==> src/rtl/idx_arbiter.sv <==
// Round-robin arbiter with burst limit in front of the idx delay pipeline.
// A shadow shift register tags each word leaving the pipeline with its owner.
module idx_arbiter #(
  parameter int N_REQ    = 4,
  parameter int IDX_W    = 4,
  parameter int PIPE_LAT = 3,
  parameter int BURST    = 2
) (
  input  logic                           clk,
  input  logic                           reset,
  input  logic [N_REQ-1:0]               req,
  input  logic [N_REQ-1:0]               en_mask,
  input  logic [N_REQ*IDX_W-1:0]         idx_in,
  output logic [N_REQ-1:0]               gnt,
  output logic [IDX_W-1:0]               idx_out,
  output logic                           resp_valid,
  output logic [$clog2(N_REQ)-1:0]       resp_id,
  output logic [$clog2(PIPE_LAT+1)-1:0]  inflight
);
  localparam int ID_W  = $clog2(N_REQ);
  localparam int CNT_W = $clog2(PIPE_LAT+1);
  localparam int BC_W  = $clog2(BURST+1);

  logic [ID_W-1:0]     r_owner;
  logic [BC_W-1:0]     r_burst;
  logic [PIPE_LAT-1:0] r_v_sr;
  logic [ID_W-1:0]     r_id_sr [PIPE_LAT];
  logic [CNT_W-1:0]    r_inflight;

  logic [N_REQ-1:0]    w_elig;
  logic                w_grant_vld;
  logic [ID_W-1:0]     w_grant_id;
  logic [ID_W-1:0]     w_owner_next;
  logic [BC_W-1:0]     w_burst_next;
  logic [N_REQ-1:0]    w_gnt;
  logic [PIPE_LAT-1:0] w_v_next;
  logic [CNT_W-1:0]    w_cnt_next;

  // Grant selection: repeat within burst, else rotate scanning owner+1 .. owner.
  always_comb begin
    w_elig       = req & en_mask;
    w_grant_vld  = 1'b0;
    w_grant_id   = '0;
    w_owner_next = r_owner;
    w_burst_next = '0;
    if (!reset && (|w_elig)) begin
      w_grant_vld = 1'b1;
      if (w_elig[r_owner] && (r_burst != '0) && (r_burst < BC_W'(BURST))) begin
        w_grant_id   = r_owner;
        w_burst_next = r_burst + BC_W'(1);
      end else begin
        // Descending scan so the closest eligible id after owner wins last.
        for (int k = N_REQ; k >= 1; k--) begin
          if (w_elig[(int'(r_owner) + k) % N_REQ])
            w_grant_id = ID_W'((int'(r_owner) + k) % N_REQ);
        end
        w_owner_next = w_grant_id;
        w_burst_next = BC_W'(1);
      end
    end
  end

  always_comb begin
    w_gnt   = '0;
    idx_out = '0;
    if (w_grant_vld) begin
      w_gnt[w_grant_id] = 1'b1;
      idx_out = idx_in[int'(w_grant_id)*IDX_W +: IDX_W];
    end
  end

  assign gnt = w_gnt;

  always_comb begin
    w_v_next    = '0;
    w_v_next[0] = w_grant_vld;
    for (int i = 1; i < PIPE_LAT; i++)
      w_v_next[i] = r_v_sr[i-1];
    w_cnt_next = '0;
    for (int i = 0; i < PIPE_LAT; i++)
      w_cnt_next = w_cnt_next + CNT_W'(w_v_next[i]);
  end

  always_ff @(posedge clk or posedge reset) begin
    if (reset) begin
      r_owner    <= ID_W'(N_REQ-1);
      r_burst    <= '0;
      r_v_sr     <= '0;
      r_inflight <= '0;
      for (int i = 0; i < PIPE_LAT; i++)
        r_id_sr[i] <= '0;
    end else begin
      r_owner    <= w_owner_next;
      r_burst    <= w_burst_next;
      r_v_sr     <= w_v_next;
      r_inflight <= w_cnt_next;
      r_id_sr[0] <= w_grant_vld ? w_grant_id : '0;
      for (int i = 1; i < PIPE_LAT; i++)
        r_id_sr[i] <= r_id_sr[i-1];
    end
  end

  assign resp_valid = r_v_sr[PIPE_LAT-1];
  assign resp_id    = r_id_sr[PIPE_LAT-1];
  assign inflight   = r_inflight;

endmodule

==> config.mk <==
export PLATFORM = sky130hd
export DESIGN_NAME = idx_arbiter
export DESIGN_NICKNAME = d
export VERILOG_FILES = /design/src/rtl/idx_arbiter.sv
export SDC_FILE = /design/constraint.sdc
export NUM_CORES = 1
export LEC_CHECK = 0
export BUFFER_PORTS_ARGS = -buffer_cell sky130_fd_sc_hd__buf_2
export CAP_MARGIN = 20
export CELL_PAD_IN_SITES_DETAIL_PLACEMENT = 1
export CELL_PAD_IN_SITES_GLOBAL_PLACEMENT = 1
export CORE_ASPECT_RATIO = 0.7
export CORE_MARGIN = 2
export CORE_UTILIZATION = 35
export CTS_CLUSTER_DIAMETER = 120
export DETAILED_ROUTE_END_ITERATION = 12
export GPL_TIMING_DRIVEN = 0
export PLACE_DENSITY_LB_ADDON = 0.25
export SYNTH_ARGS = -nofsm -noshare
export SYNTH_HDL_FRONTEND = slang
export SYNTH_SLANG_ARGS = --single-unit
==> constraint.sdc <==
create_clock -name clk -period 3.6 [get_ports clk]
set_clock_uncertainty 0.2 [all_clocks]
set_input_delay 0.18 -clock clk [delete_from_list [all_inputs] [get_ports clk]]
set_output_delay 0.18 -clock clk [all_outputs]
set_load 0.01 [all_outputs]
==> results.toml, run 1 <==
[global_route]
grt_max_degree = 17
antenna_found_initial = 0
grt_pass1_wl_um = 3732
grt_pass1_vias = 866
grt_util_all_layers = 0.1608
overflow = 0

[timing]
post-route-period-util = 0.7808
finalHoldViolCount = 0
setup_slack_ps = 789.2
rsz0062_at_grt = "false"
drv_slew = 0
setup_violations = 0
worst_pin_slew_ps = 560.8
relSlewSlack = 0.6258
setup-tns-final_ps = 0
min_period_ps = 2811
max_freq_mhz = 355.8

[worst_setup_path]
cp.required_ps = 3220
crit_arrival_ps = 2430
cp-end-kind = "output pin"
crit_chain = "dlygate4sd3_1, buf_2, inv_1, o21ai_1, inv_1, nand2_1, o22ai_1, buf_2"
r2r_setup_slack_ps = 1340
ff2ff_path_depth = 9
r2r-start = "r_burst[0]"
r2r_end = "r_owner[1]"
cp_max_fo = 16
cp-start-kind = "input pin"
crit_type = "input pin to output pin"
crit_path_top_delay_cell = "dlygate4sd3_1"
max_stage_delay_ps = 540

[cts]
clk_pin_slew_worst_paths_ps = 60
cts_buffers = 3
holdBufCountCts = 1
h-tree-depth = 1
cts_tree = "yes"
worstSkewPairLatency_ps = 240
cts_sinks = 15
post_cts_buffers = 0
cts_resized = 0
clock-root-buffer = "clkbuf_8"
cts_buffer_depth = 2

[detailed_routing]
viasPerCell = 4.926
ant_nets = 0
dr.pass1.iters = 4
drt-wirelength-per-cell_um = 12.50
num_vias = 867
routed_wirelength_um = 2200
drt_iter0_drc = 34
route.detailed.drc = 0

[power]
p_leak_nw = 0.6719
swShare = 0.3276
clkPwrFrac = 0.234
p_int_uw = 371.8
max-vdd-ir-drop_uv = 187.7
seq_power_share = 0.368
power_density_nw_per_um2 = 455.2
combPwrFrac = 0.398
power_switching_uw = 181.2

[die]
ioPinCount = 39
fp-row-count = 15
core_um2 = 2477
dieWidth_um = 65.48
fp.dieArea_um2 = 3079
dieHeight_um = 47.03
floorplan.initialDensity = 0.3737

[layout]
synthToLayoutAreaGrowth_pct = 31.22
multi_input_area_um2 = 456.7
final_common_cell = "buf_2"
nNetsFinal = 171
num_antenna_cells = 0
n_fill_cell = 326
layout-drive-gt1-share = 0.4085
seq_area_um2 = 377.9
layout_common_cells = "39 x buf_2, 18 x nand2_1, 13 x dfrtp_1"

[synthesis]
synth_seq_cells = 15
synthFlopType = "dfrtp_1"
yosys.area.top_type_share = 0.3514
synthDistinctLibCells = 36
seq_area_frac_synth = 0.4081
syn_inst = 99
yosysTopAreaCell = "dfrtp_1"
yosys-top-cells-area = "dfrtp_1 35%, nand2_1 7.3%, dfstp_2 5.7%"
syn-cell-area_um2 = 925.9
syn-num-nets = 127
synth.avg_cell_area_um2 = 9.352
synth_edf_count = 0
synth_async_sr_flop_share = 1.000
synth_warnings = 0

[placement]
pre_cts_ws_ps = 1159
routabilityCongestion = 0.7094
io_buffers = 38
hpwl_um = 1820

[hold_path]
hold_end = "r_id_sr[3]"
hold-path-cell-count = 0
hold_start = "r_id_sr[5]"
worst_hold_path_type = "register to register"

[run_status]
outcome = "finished, final reports clean"

[run]
max_cap_viol_count = 0
## worst max path at each step
stage | slack [ps] | end | from | cells after the start
after floorplan | 1410 | gnt[0] | r_burst[1] | 9
after global placement | 1220 | idx_out[3] | r_burst[0] | 10
after detailed placement | 1160 | idx_out[3] | r_burst[0] | 10
after CTS | 700 | idx_out[2] | reset | 8
after global routing | 530 | idx_out[2] | reset | 8
final | 790 | idx_out[2] | reset | 8
## stage by stage
step	hold slack, ps	std cells	utilization	cell area [um^2]	total power [mW]
6_report	143.8	176	0.4904	1215	0.5530
3_5_place_dp	55.72	171	0.4677	1159	0.4289
3_3_place_gp	50.97	171	0.4677	1159	0.4204
2_1_floorplan	-113.1	99	-	925.9	0.3606
4_1_cts	141.3	176	0.4904	1215	0.5622
5_1_grt	155.6	176	0.4904	1215	0.5927
## worst max-delay path: cells and delay by family
family,cells,cell delay [ps]
AO/OA/AOI/OAI,2,570
buffers and inverters,5,1510
AND/OR/NAND/NOR,1,160
## registers in the layout (all words and copies together), names as in the netlist
signal	flops
r_owner	2
resp_id	2
r_id_sr	4
r_v_sr	3
inflight	2
r_burst	2
## cell usage after synthesis, types with 2 or more instances
cell type and instances:
nand2_1 18, dfrtp_1 13, o21ai_1 2, nand3_1 5
nand3b_1 2, buf_6 3, o211ai_1 2, o221a_1 2
a21oi_1 3, o22ai_1 2, inv_1 10, mux2i_1 4
nor2_1 5, dfstp_2 2, a21oi_2 2, a211oi_2 2
o21ai_0 2, buf_4 2
## kinds of logic after synthesis
logic type	share of synthesized area
fa+ha+maj	0.03513
simple gates	0.2068
buf+inv	0.09864
mux	0.04324
compound gates	0.2081
flops	0.4081
## layout make-up
type,count,area share
inverters,10,0.03090
repair buffers,39,0.1648
clock buffers,3,0.03399
clock inverters,1,0.004119
flip-flops and latches,15,0.3110
multi-input cells,68,0.3759
well taps,34,0.03502
plain buffers,6,0.04428
## power groups by stage
stage	logic (mW)	registers [mW]	clock network (mW)
finish	0.220	0.204	0.129
global route	0.244	0.206	0.143
detailed placement	0.222	0.207	0
floorplan	0.154	0.207	0
CTS	0.224	0.204	0.134
global placement	0.215	0.206	0
## routing by layer
metal | vias up | track usage | wire length (um)
li1 | 427 | - | -
met1 | 403 | 0.2095 | 1056
met2 | 37 | 0.2878 | 1002
met3 | 0 | 0.03597 | 141
met4 | 0 | 0.02500 | 0
met5 | - | 0 | 0
No activity file was read; power rests on OpenSTA's default activity.
==> run 2, diff against run 1 <==
Settings changed: CORE_UTILIZATION 35 to 34.
Clock period 3.6 ns to 2.6 ns, I/O delays scaled along.
==> run 2 against run 1 <==
Utilization rose by 1.2 points. Cell count rose by 1.7%. Total power rose by 41%. Via count rose by 4.0%. Global-route usage fell by 0.50 points. Hold slack improved by 6.3 ps. Count of clock-buffer cells in the layout rose by 1. Register-to-register slack got worse by 910 ps. Sequential share of layout area fell by 1.2 points. Critical path type is now register to output pin.
==> results.toml, run 2 (synthesis results as in run 1) <==
[worst_setup_path]
cp-start-kind = "register"
cp-end-kind = "output pin"
ff2ff_path_depth = 8
r2r_setup_slack_ps = 430
crit_path_top_delay_cell = "dfrtp_1"
r2r_end = "r_owner[1]"
crit_chain = "inv_1, ha_2, or2_4, a211o_1, nand4b_4, and2_4, buf_6, a21oi_2, a211oi_2, buf_2"
cp.required_ps = 2270
max_stage_delay_ps = 340
crit_type = "register to output pin"
cp_max_fo = 7
r2r-start = "r_burst[0]"
crit_arrival_ps = 2240

[timing]
post-route-period-util = 0.9878
finalHoldViolCount = 0
min_period_ps = 2568
max_freq_mhz = 389.4
setup_violations = 0
worst_pin_slew_ps = 554.4
rsz0062_at_grt = "true"
setup-tns-final_ps = 0
relSlewSlack = 0.6291
setup_slack_ps = 31.75
drv_slew = 0
hold-worst-slack_ps = 150.1

[global_route]
grt_pass1_wl_um = 3594
antenna_found_initial = 0
grt_pass1_vias = 851
grt_util_all_layers = 0.1558
overflow = 0
grt_max_degree = 14

[cts]
cts_tree = "yes"
worstSkewPairLatency_ps = 240
clock-root-buffer = "clkbuf_8"
cts_buffer_depth = 2
clk_pin_slew_worst_paths_ps = 50
cts_sinks = 15
cts_buffers = 3
h-tree-depth = 1

[layout]
layout-drive-gt1-share = 0.4552
final_common_cell = "buf_2"
n_fill_cell = 327
nNetsFinal = 174
layout_common_cells = "39 x buf_2, 18 x nand2_1, 13 x dfrtp_1"
num_antenna_cells = 0
largestRegisters = "r_id_sr x4, r_v_sr x3"
synthToLayoutAreaGrowth_pct = 36.49
largest_reg_flops = 4
layout.cells.non_filler = 179
regMostFlops = "r_id_sr"

[run_status]
outcome = "finished, final reports clean"

[detailed_routing]
drt_iter0_drc = 35
route.detailed.drc = 0
dr.pass1.iters = 4
drt-wirelength-per-cell_um = 12.97
ant_nets = 0
num_vias = 902
routed_wirelength_um = 2321
viasPerCell = 5.039

[power]
p_leak_nw = 0.6890
max-vdd-ir-drop_uv = 214.0
power_density_nw_per_um2 = 618.3

[hold_path]
worst_hold_path_type = "register to register"
hold_end = "resp_id[0]"
hold_start = "r_id_sr[2]"
hold-path-cell-count = 0

[die]
core_um2 = 2515
floorplan.initialDensity = 0.3682
dieWidth_um = 66.37
dieHeight_um = 47.66
fp.dieArea_um2 = 3163
ioPinCount = 39
fp-row-count = 15

[placement]
pre_cts_ws_ps = 230.0
placedCellCount = 171
hpwl_um = 1808
routabilityCongestion = 0.7329
io_buffers = 38

[run]
max_cap_viol_count = 0
[run 2: cell types whose count changed in the layout (fill, tap and decap cells not counted), sizes merged]
cell         before  now
buf              44   46
clkbuf            3    4
clkinv            1    0
dlygate4sd3       1    2
[run 2: worst max-delay path by stage]
| stage | startpoint | endpoint | slack [ps] | cells past startpoint |
|---|---|---|---|---|
| 6_report | r_burst[0] | idx_out[0] | 30 | 10 |
| 5_1_grt | r_burst[0] | idx_out[1] | -110 | 9 |
| 4_1_cts | r_burst[0] | gnt[0] | 7 | 10 |
| 3_5_place_dp | r_burst[1] | idx_out[0] | 230 | 10 |
| 3_3_place_gp | r_burst[1] | idx_out[3] | 260 | 10 |
| 2_1_floorplan | r_burst[1] | gnt[0] | 460 | 9 |
[run 2: layout make-up]
type | instances | area [um^2] | share of cell area
Multi-Input combinational cell | 68 | 485.5 | 0.3842
Sequential cell | 15 | 377.9 | 0.2990
Timing Repair Buffer | 43 | 232.7 | 0.1842
Clock buffer | 4 | 45.04 | 0.03564
Buffer | 5 | 42.54 | 0.03366
Tap cell | 34 | 42.54 | 0.03366
Inverter | 10 | 37.54 | 0.02970
[run 2: what timing repair did]
item                                   in CTS  in global routing
setup endpoints to repair                   4                  6
buffers inserted                            2                  1
pin swaps                                   0                  3
hold buffers                                2                  0
resized for setup                           4                  4
endpoints found under the hold margin      13                  0
[run 2: metrics by stage]
stage          power [mW]  utilization  area [um^2]
4_1_cts            0.7876       0.4975         1251
3_5_place_dp       0.5914       0.4607         1159
5_1_grt            0.8290       0.5025         1264
6_report           0.7814       0.5025         1264
2_1_floorplan      0.4993            -        925.9
3_3_place_gp       0.5812       0.4607         1159
[run 2: routing by layer]
layer / global-route usage / vias to the layer above / part of all wire
met4: 0.06122 / 0 / 0.012
met2: 0.2580 / 42 / 0.44
met5: 0 / - / 0
met1: 0.1985 / 421 / 0.47
met3: 0.04471 / 5 / 0.075
li1: - / 434 / -
[run 2: worst max-delay path: cells and delay by family (launching register included)]
| family | cells | cell delay, ps |
|---|---|---|
| adder cells (fa/ha/maj) | 1 | 180 |
| buffers and inverters | 3 | 340 |
| AO/OA/AOI/OAI | 3 | 590 |
| flip-flops | 1 | 340 |
| AND/OR/NAND/NOR | 3 | 540 |
[run 2: power breakdown]
group          leakage (nW)  total (mW)  switching, mW  internal (mW)
combinational         0.476       0.319          0.174          0.145
sequential            0.190       0.280         0.0111          0.269
clock                0.0228       0.182         0.0737          0.108
total                 0.689       0.781          0.258          0.523
==> run 3, diff against run 2 <==
Settings changed: CORE_MARGIN 2 to unset.
==> run 3 against run 2 <==
Clock power is 5% higher. Critical path depth is 1 lower. Combinational power is 3% lower. Via count is 2.1% lower. Critical path type unchanged. Largest cell class unchanged.
==> results.toml, run 3 (synthesis results as in run 1) <==
[run_status]
outcome = "finished, final reports clean"

[worst_setup_path]
ff2ff_path_depth = 8
r2r-start = "r_burst[0]"
cp.required_ps = 2270
r2r_setup_slack_ps = 420
cp_max_fo = 10
crit_type = "register to output pin"
r2r_end = "r_owner[1]"
crit_arrival_ps = 2230
cp-start-kind = "register"
cp-end-kind = "output pin"

[timing]
hold-worst-slack_ps = 153.0
setup_violations = 0
rsz0062_at_grt = "true"
finalHoldViolCount = 0
min_period_ps = 2558
max_freq_mhz = 390.9
post-route-period-util = 0.9840
drv_slew = 0
setup_slack_ps = 41.54
worst_pin_slew_ps = 564.5
relSlewSlack = 0.6224

[layout]
layout-drive-gt1-share = 0.4444
multi_input_area_um2 = 480.5
num_antenna_cells = 0
synthToLayoutAreaGrowth_pct = 35.54
largestRegisters = "r_id_sr x4, r_v_sr x3"
nNetsFinal = 173
regMostFlops = "r_id_sr"
seq_area_um2 = 377.9
layout_common_cells = "39 x buf_2, 18 x nand2_1, 13 x dfrtp_1"
largest_reg_flops = 4
n_fill_cell = 309
final_common_cell = "buf_2"

[global_route]
grt_pass1_wl_um = 3608
grt_pass1_vias = 824
overflow = 0
grt_max_degree = 14
grt_util_all_layers = 0.1648
antenna_found_initial = 0

[run]
max_cap_viol_count = 0

[hold_path]
worst_hold_path_type = "register to register"
hold_end = "resp_id[0]"
hold-path-cell-count = 0
hold_start = "r_id_sr[2]"

[detailed_routing]
ant_nets = 0
drt-wirelength-per-cell_um = 12.51
drt_iter0_drc = 43
routed_wirelength_um = 2226
dr.pass1.iters = 4
route.detailed.drc = 0
viasPerCell = 4.961
num_vias = 883

[die]
dieWidth_um = 64.37
ioPinCount = 39
core_um2 = 2515
floorplan.initialDensity = 0.3682
fp-row-count = 15
fp.dieArea_um2 = 2939
dieHeight_um = 45.66

[cts]
clock-root-buffer = "clkbuf_8"
cts_tree = "yes"
h-tree-depth = 1
cts_buffers = 3
cts_sinks = 15
worstSkewPairLatency_ps = 250
clk_pin_slew_worst_paths_ps = 60
cts_buffer_depth = 2

[placement]
io_buffers = 38
pre_cts_ws_ps = 236.5
hpwl_um = 1715
routabilityCongestion = 0.7912

[power]
p_leak_nw = 0.6835
power_density_nw_per_um2 = 622.5
max-vdd-ir-drop_uv = 200.4
-- run 3: changes by cell type in the layout (fill, tap and decap cells not counted), sizes merged --
cell      previous run  this run
buf                 46        45
clkbuf               4         3
clkinvlp             0         1
-- run 3: metrics by stage --
stage	utilization	power (mW)	instance area, um^2	std cells	setup TNS (ps)
after floorplan	-	0.4993	925.9	99	0
after global placement	0.4607	0.5809	1159	171	0
after detailed placement	0.4607	0.5880	1159	171	0
after CTS	0.4980	0.7925	1252	179	0
after global routing	0.4990	0.8341	1255	178	-361.4
final	0.4990	0.7812	1255	178	0
-- run 3: how the worst max path moves through the flow --
stage,startpoint,endpoint,slack (ps),cells past startpoint
after floorplan,r_burst[1],gnt[0],460,9
after global placement,r_burst[1],idx_out[3],260,10
after detailed placement,r_burst[1],idx_out[3],240,10
after CTS,r_burst[0],gnt[0],1,10
after global routing,r_burst[0],gnt[1],-80,9
final,r_burst[0],gnt[0],40,9
-- run 3: metal layers --
metal	share of wire	vias to the layer above	track usage
met5	0	-	0
met4	0.0076	0	0.05333
met3	0.079	2	0.03750
met2	0.44	41	0.2632
met1	0.48	408	0.2245
li1	-	432	-
-- run 3: worst max-delay path, cell delays in order, from the launching register on --
cell and delay, ps:
dfrtp_1 340, inv_1 50, ha_2 190, or2_4 270, o211ai_1 180, o211ai_1 110, a32o_2 350, or2_4 270
nor2_1 80, buf_2 130
-- run 3: report_power, final --
group          leakage, nW  switching [mW]  internal (mW)
Sequential           0.190          0.0111          0.269
Combinational        0.472           0.167          0.143
Clock               0.0217          0.0834          0.108
-- run 3: final cells by class --
| class | instances | share of cell area |
|---|---|---|
| well taps | 34 | 0.03390 |
| clock inverters | 1 | 0.005982 |
| clock buffers | 3 | 0.03290 |
| multi-input cells | 68 | 0.3829 |
| plain buffers | 5 | 0.03390 |
| flip-flops and latches | 15 | 0.3011 |
| inverters | 10 | 0.02991 |
| repair buffers | 42 | 0.1795 |
-- run 3: repair_timing --
item / 4_1_cts / 5_1_grt
hold buffers: 2 / 0
pin swaps: 0 / 3
setup endpoints to repair: 4 / 6
buffers inserted: 2 / 0
gates resized for setup: 3 / 3
hold endpoints to repair: 13 / 0
